`src/rtl/uart_pkg.sv`:
```
// Shared types and constants for the UART transmitter: FSM state encoding,
// bit-period divider helpers and the data width of one character.
package uart_pkg;

  localparam int DATA_BITS = 8;

  // PARITY is only reachable when the even-parity build option is enabled.
  typedef enum logic [2:0] {
    IDLE   = 3'd0,
    START  = 3'd1,
    DATA   = 3'd2,
    PARITY = 3'd3,
    STOP   = 3'd4
  } state_t;

  function automatic int uart_div(input int clk_freq, input int baud);
    return clk_freq / baud;
  endfunction

  function automatic int uart_cnt_width(input int div);
    return (div < 2) ? 1 : $clog2(div);
  endfunction

endpackage

```
`src/rtl/uart_tx_if.sv`:
```
// Byte handshake between a producing core and the UART transmitter.
// data is only meaningful in the cycle where valid && ready.
interface uart_tx_if;
  logic [7:0] data;
  logic       valid;
  logic       ready;

  modport master (output data, output valid, input ready);
  modport slave  (input data, input valid, output ready);
endinterface

```
`src/rtl/uart_bit_timer.sv`:
```
// Bit-period counter for the transmitter: counts 0..DIV-1 while enabled and
// flags the last clock of each period. restart re-phases it at frame start.
module uart_bit_timer
  import uart_pkg::*;
#(
  parameter int DIV = 4
) (
  input  logic clk,
  input  logic rstn,
  input  logic restart,
  input  logic enable,
  output logic period_end
);

  localparam int CNT_W = uart_cnt_width(DIV);
  localparam logic [CNT_W-1:0] LAST = CNT_W'(DIV - 1);

  logic [CNT_W-1:0] cnt_q;

  always_ff @(posedge clk or negedge rstn) begin
    if (!rstn) begin
      cnt_q <= '0;
    end else if (restart) begin
      cnt_q <= '0;
    end else if (enable) begin
      cnt_q <= (cnt_q == LAST) ? '0 : cnt_q + CNT_W'(1);
    end
  end

  assign period_end = enable && (cnt_q == LAST);

endmodule

```
`src/rtl/uart_tx.sv`:
```
// UART transmitter, 8N1, LSB first, registered outputs. Defining
// UART_TX_PARITY_EN inserts an even-parity bit between data[7] and the stop bit.
module uart_tx
  import uart_pkg::*;
#(
  parameter int CLK_FREQ = 12000000,
  parameter int BAUD     = 115200
) (
  input  logic      clk,
  input  logic      rstn,
  uart_tx_if.slave  in_if,
  output logic      tx,
  output logic      busy
);

  localparam int DIV = uart_div(CLK_FREQ, BAUD);

  if (DIV < 2) begin : g_bad_div
    $error("uart_tx: CLK_FREQ/BAUD must be at least 2");
  end

  state_t     state_q;
  logic [7:0] shift_q;
  logic [2:0] idx_q;
  logic       tx_q;
  logic       ready_q;
  logic       busy_q;
`ifdef UART_TX_PARITY_EN
  logic       parity_q;
`endif

  logic accept;
  logic period_end;

  // ready_q is only ever high in IDLE, so accept implies an idle transmitter.
  assign accept = in_if.valid && ready_q;

  uart_bit_timer #(.DIV(DIV)) u_timer (
    .clk        (clk),
    .rstn       (rstn),
    .restart    (accept),
    .enable     (busy_q),
    .period_end (period_end)
  );

  always_ff @(posedge clk or negedge rstn) begin
    if (!rstn) begin
      state_q  <= IDLE;
      shift_q  <= '0;
      idx_q    <= '0;
      tx_q     <= 1'b1;
      ready_q  <= 1'b1;
      busy_q   <= 1'b0;
`ifdef UART_TX_PARITY_EN
      parity_q <= 1'b0;
`endif
    end else begin
      case (state_q)
        IDLE: begin
          if (accept) begin
            state_q  <= START;
            shift_q  <= in_if.data;
            idx_q    <= '0;
            tx_q     <= 1'b0;
            ready_q  <= 1'b0;
            busy_q   <= 1'b1;
`ifdef UART_TX_PARITY_EN
            parity_q <= ^in_if.data;
`endif
          end
        end
        START: begin
          if (period_end) begin
            state_q <= DATA;
            tx_q    <= shift_q[0];
          end
        end
        DATA: begin
          if (period_end) begin
            shift_q <= shift_q >> 1;
            idx_q   <= idx_q + 3'd1;
            if (idx_q == 3'(DATA_BITS - 1)) begin
`ifdef UART_TX_PARITY_EN
              state_q <= PARITY;
              tx_q    <= parity_q;
`else
              state_q <= STOP;
              tx_q    <= 1'b1;
`endif
            end else begin
              // Present the next bit now so it appears on the pin at the boundary.
              tx_q <= shift_q[1];
            end
          end
        end
`ifdef UART_TX_PARITY_EN
        PARITY: begin
          if (period_end) begin
            state_q <= STOP;
            tx_q    <= 1'b1;
          end
        end
`endif
        STOP: begin
          if (period_end) begin
            state_q <= IDLE;
            tx_q    <= 1'b1;
            ready_q <= 1'b1;
            busy_q  <= 1'b0;
          end
        end
        default: begin
          state_q <= IDLE;
          tx_q    <= 1'b1;
          ready_q <= 1'b1;
          busy_q  <= 1'b0;
        end
      endcase
    end
  end

  assign in_if.ready = ready_q;
  assign tx          = tx_q;
  assign busy        = busy_q;

endmodule

```
`src/flat_wrapper.sv`:
```
// flat-port wrapper written by rule: the top's interface ports become plain ports
module uart_tx_flat import uart_pkg::*;
#(
  parameter int CLK_FREQ = 12000000,
  parameter int BAUD     = 115200
)
  (clk, rstn, tx, busy, in_if_data, in_if_valid, in_if_ready);
  uart_tx_if in_if_i ();
  input  logic clk;
  input  logic rstn;
  output logic tx;
  output logic busy;
  input wire logic [$bits(in_if_i.data)-1:0] in_if_data;
  input wire logic [$bits(in_if_i.valid)-1:0] in_if_valid;
  output wire logic [$bits(in_if_i.ready)-1:0] in_if_ready;
  assign in_if_i.data = in_if_data;
  assign in_if_i.valid = in_if_valid;
  assign in_if_ready = in_if_i.ready;
  uart_tx #(.CLK_FREQ(CLK_FREQ), .BAUD(BAUD)) u_core (.clk(clk), .rstn(rstn), .in_if(in_if_i), .tx(tx), .busy(busy));
endmodule
```
`config.mk`:
```
export PLATFORM = sky130hd
export DESIGN_NAME = uart_tx_flat
export DESIGN_NICKNAME = d
export VERILOG_FILES = /design/src/rtl/uart_pkg.sv /design/src/rtl/uart_tx_if.sv /design/src/rtl/uart_bit_timer.sv /design/src/rtl/uart_tx.sv /design/src/flat_wrapper.sv
export SDC_FILE = /design/constraint.sdc
export NUM_CORES = 1
export LEC_CHECK = 0
export CELL_PAD_IN_SITES_DETAIL_PLACEMENT = 0
export CELL_PAD_IN_SITES_GLOBAL_PLACEMENT = 1
export CORE_UTILIZATION = 45
export CTS_CLUSTER_DIAMETER = 150
export DETAILED_ROUTE_END_ITERATION = 12
export GPL_ROUTABILITY_DRIVEN = 0
export PLACE_DENSITY = 0.8
export REMOVE_ABC_BUFFERS = 1
export SLEW_MARGIN = 5
export SYNTH_ARGS = -nofsm -noshare
export SYNTH_HDL_FRONTEND = slang
export SYNTH_HIERARCHICAL = 1
export SYNTH_SLANG_ARGS = --single-unit
```
`constraint.sdc`:
```
create_clock -name clk -period 3 [get_ports clk]
set_clock_uncertainty 0.1 [all_clocks]
set_input_delay 0.6 -clock clk [delete_from_list [all_inputs] [get_ports clk]]
set_output_delay 0.6 -clock clk [all_outputs]
set_load 0.01 [all_outputs]
```
## After elaboration in Yosys (flattened, before gate mapping)

Index checks and enable logic that the tools add are counted.

- Register bits: 24
- Word-level logic and storage cells: 55
- Input bits: 11
- Output and inout bits: 3

- Eq/ne operators: 10
- Reductions and logical operators: 10
- $add $sub $neg: 2
- Multiplexer cells: 25
- Bitwise logic cells: 1

Operators by type and width:

| kind | count |
|---|---|
| 3-bit two-way mux | 7 |
| 7-bit two-way mux | 3 |
| 8-bit two-way mux | 2 |
| 8-bit case mux with 2 select lines | 1 |
| 3-bit case mux with 4 select lines | 1 |
| 2-bit by 1-bit != test with 1-bit output (second input constant) | 5 |
| 7-bit by 1-bit adder with 7-bit output (second input constant) | 1 |
| 7-bit equality test (second input constant) | 1 |
| 1-bit two-way mux | 7 |
| 3-bit equality test (second input constant) | 2 |
| 1-bit case mux with 3 select lines | 2 |
| 3-bit case mux with 2 select lines | 1 |
| 3-bit AND reduction | 2 |
| 5-bit AND reduction | 1 |
| 1-bit case mux with 4 select lines | 1 |
| 4-bit AND reduction | 1 |
| 2-bit nonzero test | 2 |
| 3-bit by 1-bit adder with 3-bit output (second input constant) | 1 |
| 3-bit by 1-bit equality test with 1-bit output (second input constant) | 1 |
| 3-bit by 2-bit equality test with 1-bit output (second input constant) | 1 |
| 3-bit logical NOT | 1 |
| 1-bit logical AND | 2 |
| 2-bit OR reduction | 1 |
| 1-bit NOT | 1 |

## Depth between registers and ports, before layout

Gate-level depths: netlist (run 1).

- Depth after elaboration: 4
- Depth in mapped cells: 9

## Modules after synthesis

Netlist (run 1), hierarchy kept.

By module, submodules not included:

| module | area each (µm²) | cells an instance | instances | seq. area each (µm²) |
|---|---|---|---|---|
| uart_tx | 975.9 | 93 | 1 | 427.9 |
| uart_bit_timer | 424.2 | 47 | 1 | 175.2 |

## Worst setup path before layout (run 1)

OpenSTA, ideal clock, no wires.

- Kind: reg-to-reg
- Start: register u_core.u_timer.cnt_q[0]
- End: register u_core.tx_q, in the netlist u_core/tx
- Path slack: 1.124 ns
- Arrival: 1.694 ns
- Data required time: 2.818 ns
- Setup time: 0.082 ns
- Period minus slack after synthesis: 1.876 ns
- Cell stages (with the launch flop): 10
- Path through: dfrtp_1 > ha_1 > nand2_1 > nor3_1 > and2_1 > buf_2 > nand2_1 > o211ai_2 > nand2_1 > mux2_4

- Longest elaborated chain between the ends: 4

RTL lines:

| what | RTL line | text |
|---|---|---|
| start, declared | uart_bit_timer.sv:18 | `logic [CNT_W-1:0] cnt_q;` |
| start signal, assigned | uart_bit_timer.sv:26 | `cnt_q <= (cnt_q == LAST) ? '0 : cnt_q + CNT_W'(1);` |
| 7-bit equality test (*) | uart_bit_timer.sv:30 | `assign period_end = enable && (cnt_q == LAST);` |
| 1-bit logical AND (*) | uart_bit_timer.sv:30 |  |
| net u_core.period_end | uart_tx.sv:33 | `logic period_end;` |
| 2-bit by 1-bit != test with 1-bit output (no source line) | n/a |  |
| 4-bit AND reduction (no source line) (*) | n/a |  |
| end signal, assigned | uart_tx.sv:75 | `tx_q <= shift_q[0];` |
| end signal, assigned | uart_tx.sv:92 | `tx_q <= shift_q[1];` |
| end, declared | uart_tx.sv:25 | `logic tx_q;` |

Mark *: on every way through the listed nets, which the timed path passes. The rest lies on a longest branch.
A chain may end at the register's enable or synchronous reset.

## Final worst setup path (run 1)

- Start: register u_core.u_timer.cnt_q[0]
- End: register u_core.shift_q[3]

- Longest elaborated chain between the ends: 4

RTL lines:

| what | RTL line | text |
|---|---|---|
| 7-bit equality test | uart_bit_timer.sv:30 |  |
| 1-bit logical AND | uart_bit_timer.sv:30 |  |
| net u_core.period_end | uart_tx.sv:33 |  |
| 2-bit by 1-bit != test with 1-bit output (no source line) | n/a |  |
| 3-bit AND reduction (no source line) | n/a |  |
| end signal, assigned | uart_tx.sv:62 | `shift_q <= in_if.data;` |
| end signal, assigned | uart_tx.sv:80 | `shift_q <= shift_q >> 1;` |
| end, declared | uart_tx.sv:23 | `logic [7:0] shift_q;` |

The timed path passes the listed nets, and every way through them passes these cells.

==> results of run 1 <==
-- layer usage --
layer	track usage, %	vias to the layer above
met3	2.01	2
met2	28.1	16
met5	0	-
met1	22.7	507
met4	6.46	0
li1	-	512
-- metrics by stage --
stage / utilization [%] / power (mW) / hold slack, ns / area [um2]
floorplan: - / 0.333 / 0.204 / 1330
global placement: 52.9 / 0.354 / 0.366 / 1510
detailed placement: 52.9 / 0.355 / 0.385 / 1510
global route: 54.2 / 0.538 / 0.420 / 1550
CTS: 54.2 / 0.530 / 0.403 / 1550
finish: 54.2 / 0.520 / 0.399 / 1550
-- state kept, by name, summed over array words and instances (netlist names) --
register	cells
u_core/in_if.ready	1
u_core/idx_q	3
u_core/shift_q	8
u_core/tx	1
u_core/u_timer/cnt_q	7
u_core/state_q	3
u_core/busy	1
-- power groups by stage --
stage / combinational (mW) / clock (mW) / sequential [mW]
floorplan: 0.00324 / 0 / 0.330
global placement: 0.0244 / 0 / 0.330
detailed placement: 0.0251 / 0 / 0.330
CTS: 0.0250 / 0.181 / 0.324
global route: 0.0275 / 0.187 / 0.324
finish: 0.0243 / 0.172 / 0.324
-- path summary, 6_finish.rpt --
check	start	endpoint	slack, ns	cells after the start
worst max-delay path	u_core/u_timer/cnt_q[0]	u_core/shift_q[3]	0.79	8
worst min-delay path	u_core/idx_q[0]	u_core/idx_q[0]	0.40	1
worst max register to register	u_core/u_timer/cnt_q[0]	u_core/shift_q[3]	0.79	8
worst min register to register	u_core/idx_q[0]	u_core/idx_q[0]	0.40	1
max in group asynchronous	rstn	u_core/tx	1.98	2
min in group asynchronous	rstn	u_core/idx_q[1]	0.53	2
-- cell families (layout without fill, tap and decap cells) --
family / after synthesis / in the layout / share of synthesized area, %
compound gates: 32 / 32 / 17.4
xor+xnor: 2 / 2 / 1.25
fa+ha+maj: 3 / 3 / 2.68
buf+inv: 16 / 27 / 7.42
flops: 24 / 24 / 43.1
mux: 11 / 11 / 8.31
simple gates: 52 / 52 / 19.8
-- cells in the mapped netlist, types with 4 or more instances --
| cell | number | area, um2 |
|---|---|---|
| nand2_1 | 13 | 48.8 |
| nand2b_1 | 6 | 37.5 |
| a21oi_2 | 5 | 43.8 |
| dfrtp_1 | 22 | 551 |
| mux2i_1 | 9 | 90.1 |
| a21oi_1 | 7 | 35.0 |
| nor2_1 | 14 | 52.6 |
| inv_1 | 8 | 30.0 |
| buf_2 | 4 | 20.0 |
| nor3_1 | 4 | 20.0 |
-- worst register-to-register path, stage by stage (launching register included) --
cell	delay (ns)
dfrtp_1	0.44
ha_1	0.25
nand2_1	0.14
nor3_1	0.22
and2_1	0.18
nand2_1	0.09
a21boi_4	0.48
nor2_1	0.13
a21oi_2	0.12
-- final cells by class --
class                           instances  area (um2)  area share [%]
Clock buffer                            4        36.3            2.35
Timing Repair Buffer                   15         145            9.39
Tap cell                               31        38.8            2.51
Inverter                                8        30.0            1.94
Sequential cell                        24         603            39.0
Multi-Input combinational cell        100         693            44.8
==> impl_metrics.json, run 1 <==
{
  "path_max_fanout": 19,
  "start_util_pct": 49.1,
  "top_layer_used": "met4",
  "ys.warnings.count": 6,
  "cts_made_buffers": 3,
  "synthCells": 140,
  "fill_cells": 260,
  "p_per_area_mw_per_mm2": 336,
  "drive_above_1_share_pct": 13.2,
  "slew_violations": 0,
  "grt_overflow": 0,
  "synth_cell_types": 40,
  "via_per_inst": 5.70,
  "cts_tree": "done",
  "ys_seq_area_share_pct": 43.1,
  "ant_nets": 0,
  "p_int_mw": 0.411,
  "ys_async_sr_fraction_pct": 100,
  "io-pin-count": 14,
  "fin_crit_ns": 2.21,
  "cpPeakStageDelay_ns": 0.48,
  "final.setup.tns_ns": 0,
  "p_leak_nw": 0.660,
  "ctsHtreeMaxLevel": 1,
  "setup_ws_ns": 0.793,
  "p_comb_share_pct": 4.7,
  "worstMarginPinSlew_ns": 0.538,
  "grt_util_all_layers_pct": 16.9,
  "fin_cells": 182,
  "drtIter0Drc": 17,
  "rsz0062_at_grt": "no",
  "die_x_um": 57.8,
  "cts_hold_buf": 0,
  "cts-root-buf": "clkbuf_4",
  "synth_edf_count": 0,
  "clockBufferDepth": 2,
  "p_seq_share_pct": 62.3,
  "dp.cells": 178,
  "drt_first_pass_iters": 4,
  "grt_pass1_vias": 1011,
  "synth-seq-cells": 24,
  "rows": 19,
  "crit_path_cell_trace": "ha_1, nand2_1, nor3_1, and2_1, nand2_1, a21boi_4, nor2_1, a21oi_2",
  "wl_met3_um": 61,
  "crit_type": "reg -> reg",
  "cap_violations": 0,
  "routedWlPerCell_um": 13.7,
  "syn_area_mm2": 0.00140,
  "status": "complete, no violations",
  "cp_num_buf_inv": 0,
  "num_vias": 1037,
  "drcViolationCount": 0,
  "io_buffers": 13,
  "crit_family": "simple AND/OR/NAND/NOR gates",
  "slowest_stage": "a21boi_4",
  "power.share.switching_pct": 20.8,
  "finalHoldViolCount": 0,
  "cts_resized": 0,
  "dieHeight_um": 57.8,
  "min_path_type": "reg -> reg",
  "antenna_cells": 0,
  "wl_met2_mm": 1.24,
  "min_period_over_period_pct": 73.6,
  "critPathLaunchType": "register",
  "area_delta_synth_final_pct": 10.5,
  "worstPathRequired_ns": 3.16,
  "cp_common_cell": "nand2_1",
  "final_common_cell": "dfrtp_1",
  "power.share.clock_pct": 33.0,
  "setup_viol": 0,
  "drt-met1-wl_mm": 1.17,
  "final_nets": 166,
  "max-slew-margin-rel_pct": 64.0,
  "core-area_mm2": 0.00285,
  "syn_area_per_cell_um2": 10.0,
  "maxClockFrequency_mhz": 453,
  "dieArea_mm2": 0.00334,
  "p_sw_mw": 0.108,
  "insertion_delay_ns": 0.31,
  "worstPathArrival_ns": 2.37,
  "layout_common_cells": "dfrtp_1 (22), nor2_1 (14), clkdlybuf4s50_1 (13), nand2_1 (13), mux2i_1 (9)",
  "cts_sinks": 24,
  "grt_max_degree": 25,
  "hpwl_mm": 1.81,
  "cp-end-kind": "register",
  "peakVddDrop_mv": 0.183,
  "synthFlopType": "dfrtp_1",
  "clkTransAtPathRegs_ns": 0.14,
  "grt_pass1_wl_mm": 4.40,
  "routed_wl_mm": 2.49,
  "pre_cts_ws_ns": 0.666,
  "postCtsSetupBuffers": 0,
  "antenna_found_initial": 0
}
Power figures use the tool's default switching activity.
==> run 2, diff against run 1 <==
Settings changed: CORE_UTILIZATION 45 to 39, PLACE_DENSITY 0.8 to 0.74.
Clock period 3 ns to 1.78 ns, I/O delays scaled along.
==> run 2 against run 1 <==
Effect of this change:
- the run now ends with negative setup slack left
- fmax is 23% higher
- cell area is 18% higher
- wire length is 14% higher
==> impl_metrics.json, run 2 (synthesis gave the netlist of run 1 again) <==
{
  "p_comb_share_pct": 4.3,
  "power.share.switching_pct": 19.7,
  "rsz0062_at_grt": "yes",
  "cap_violations": 0,
  "crit_path_cell_trace": "ha_2, nand2_2, nor3_2, and2_4, buf_4, nor2_1, o21ai_1, nand2_2, mux2_4",
  "p_leak_nw": 0.824,
  "setup_viol": 4,
  "largest_register": "u_core/shift_q",
  "power.share.clock_pct": 40.7,
  "ant_nets": 0,
  "clockBufferDepth": 2,
  "min_path_type": "in -> async",
  "postLayoutCellArea_mm2": 0.00183,
  "ctsHtreeMaxLevel": 1,
  "layout_common_cells": "buf_4 (24), dfrtp_1 (22), nor2_1 (14), clkdlybuf4s50_1 (11), nand2_1 (10)",
  "grt_max_degree": 25,
  "crit_type": "reg -> reg",
  "drive_above_1_share_pct": 29.5,
  "cts_hold_buf": 0,
  "timing.rr.start": "u_core/u_timer/cnt_q[0]",
  "p_int_mw": 0.798,
  "violations": "negative setup slack",
  "p_seq_share_pct": 54.9,
  "path_max_fanout": 5,
  "area_delta_synth_final_pct": 30.5,
  "io_buffers": 13,
  "dieHeight_um": 61.9,
  "cp_num_buf_inv": 1,
  "insertion_delay_ns": 0.32,
  "finalHoldViolCount": 0,
  "p_per_area_mw_per_mm2": 544,
  "hpwl_mm": 1.95,
  "power_mw": 0.993,
  "grt_pass1_vias": 1005,
  "antenna_found_initial": 0,
  "holdWs_ns": 0.274,
  "critPathLaunchType": "register",
  "status": "finished, violations left",
  "grt_overflow": 0,
  "routedWlPerCell_um": 12.8,
  "p_sw_mw": 0.195,
  "slew_violations": 0,
  "cts-root-buf": "clkbuf_4",
  "die_x_um": 61.9,
  "crit_family": "simple AND/OR/NAND/NOR gates",
  "r2r_slack_ns": -0.01,
  "peakVddDrop_mv": 0.577,
  "max-slew-margin-rel_pct": 72.0,
  "dpl_cell_area_mm2": 0.00166,
  "core-area_mm2": 0.00339,
  "fill_cells": 303,
  "clkTransAtPathRegs_ns": 0.14,
  "cp_common_cell": "nand2_2",
  "regToRegEndpoint": "u_core/tx",
  "largest_reg_flops": 8,
  "cpPeakStageDelay_ns": 0.39,
  "cp-end-kind": "register",
  "via_per_inst": 5.10,
  "antenna_cells": 0,
  "drtIter0Drc": 61,
  "worstPathArrival_ns": 1.96,
  "start_util_pct": 41.3,
  "cts_sinks": 24,
  "num_vias": 1133,
  "final.setup.tns_ns": -0.0227,
  "worstMarginPinSlew_ns": 0.420,
  "io-pin-count": 14,
  "cts_tree": "done",
  "min_period_over_period_pct": 101,
  "grt_util_all_layers_pct": 16.4,
  "slowest_stage": "dfrtp_1",
  "rows": 21,
  "drcViolationCount": 0,
  "final_nets": 191,
  "routed_wl_mm": 2.85,
  "setup_ws_ns": -0.0133,
  "fin_crit_ns": 1.79,
  "pre_cts_ws_ns": -0.0923,
  "cts_made_buffers": 3,
  "drt_first_pass_iters": 4,
  "grt_pass1_wl_mm": 4.55,
  "worstPathRequired_ns": 1.95,
  "final_common_cell": "buf_4",
  "reg2reg_depth": 9,
  "dieArea_mm2": 0.00383,
  "maxClockFrequency_mhz": 558,
  "reg_top3": "u_core/shift_q x8, u_core/u_timer/cnt_q x7"
}
[run 2: cell types whose count changed in the layout (fill, tap and decap cells not counted), moves of 2 or more]
| cell | previous run | this run |
|---|---|---|
| clkdlybuf4s50_1 | 13 | 11 |
| nand2_2 | 0 | 2 |
| nand2_1 | 13 | 10 |
| buf_4 | 2 | 24 |
| dlygate4sd2_1 | 0 | 2 |
[run 2: worst max-delay path by stage]
stage	from	endpoint	slack, ns	depth (start not counted)
6_report	u_core/u_timer/cnt_q[0]	u_core/tx	-0.01	9
4_1_cts	u_core/u_timer/cnt_q[0]	u_core/shift_q[6]	0.002	9
5_1_grt	u_core/u_timer/cnt_q[3]	u_core/tx	-0.10	8
3_5_place_dp	u_core/u_timer/cnt_q[1]	u_core/shift_q[6]	-0.09	9
3_3_place_gp	in_if_valid	u_core/u_timer/cnt_q[5]	-0.05	6
2_1_floorplan	u_core/u_timer/cnt_q[0]	u_core/idx_q[0]	-0.25	7
[run 2: repair_timing]
action,in CTS,in global routing
setup endpoints to repair,16,12
buffers inserted,3,4
pin swaps,0,1
gates resized for setup,5,7
cloned,0,2
[run 2: layout make-up]
type	count	area (um2)	area share [%]
Multi-Input combinational cell	100	719	39.4
Inverter	8	30.0	1.64
Clock buffer	3	22.5	1.23
Sequential cell	24	603	33.0
Timing Repair Buffer	40	364	19.9
Clock inverter	1	30.0	1.64
Tap cell	46	57.6	3.15
[run 2: power by group through the flow]
stage	registers (mW)	logic, mW	clock network, mW
6_report	0.546	0.0430	0.405
5_1_grt	0.546	0.0480	0.436
4_1_cts	0.546	0.0442	0.417
3_5_place_dp	0.556	0.0441	0
3_3_place_gp	0.556	0.0430	0
2_1_floorplan	0.556	0.00545	0
[run 2: routing by layer]
layer	part of all wire (%)	vias to the layer above	track usage, %	wire length [um]
li1	-	564	-	-
met1	45	546	21.0	1290
met2	50	19	27.6	1430
met3	2.9	4	4.35	82
met4	1.4	0	3.81	41
met5	0	-	0	0
[run 2: per-stage QoR]
step	utilization [%]	cells
2_1_floorplan	-	132
3_3_place_gp	49.0	209
3_5_place_dp	49.0	209
4_1_cts	51.4	216
5_1_grt	53.9	222
6_report	53.9	222
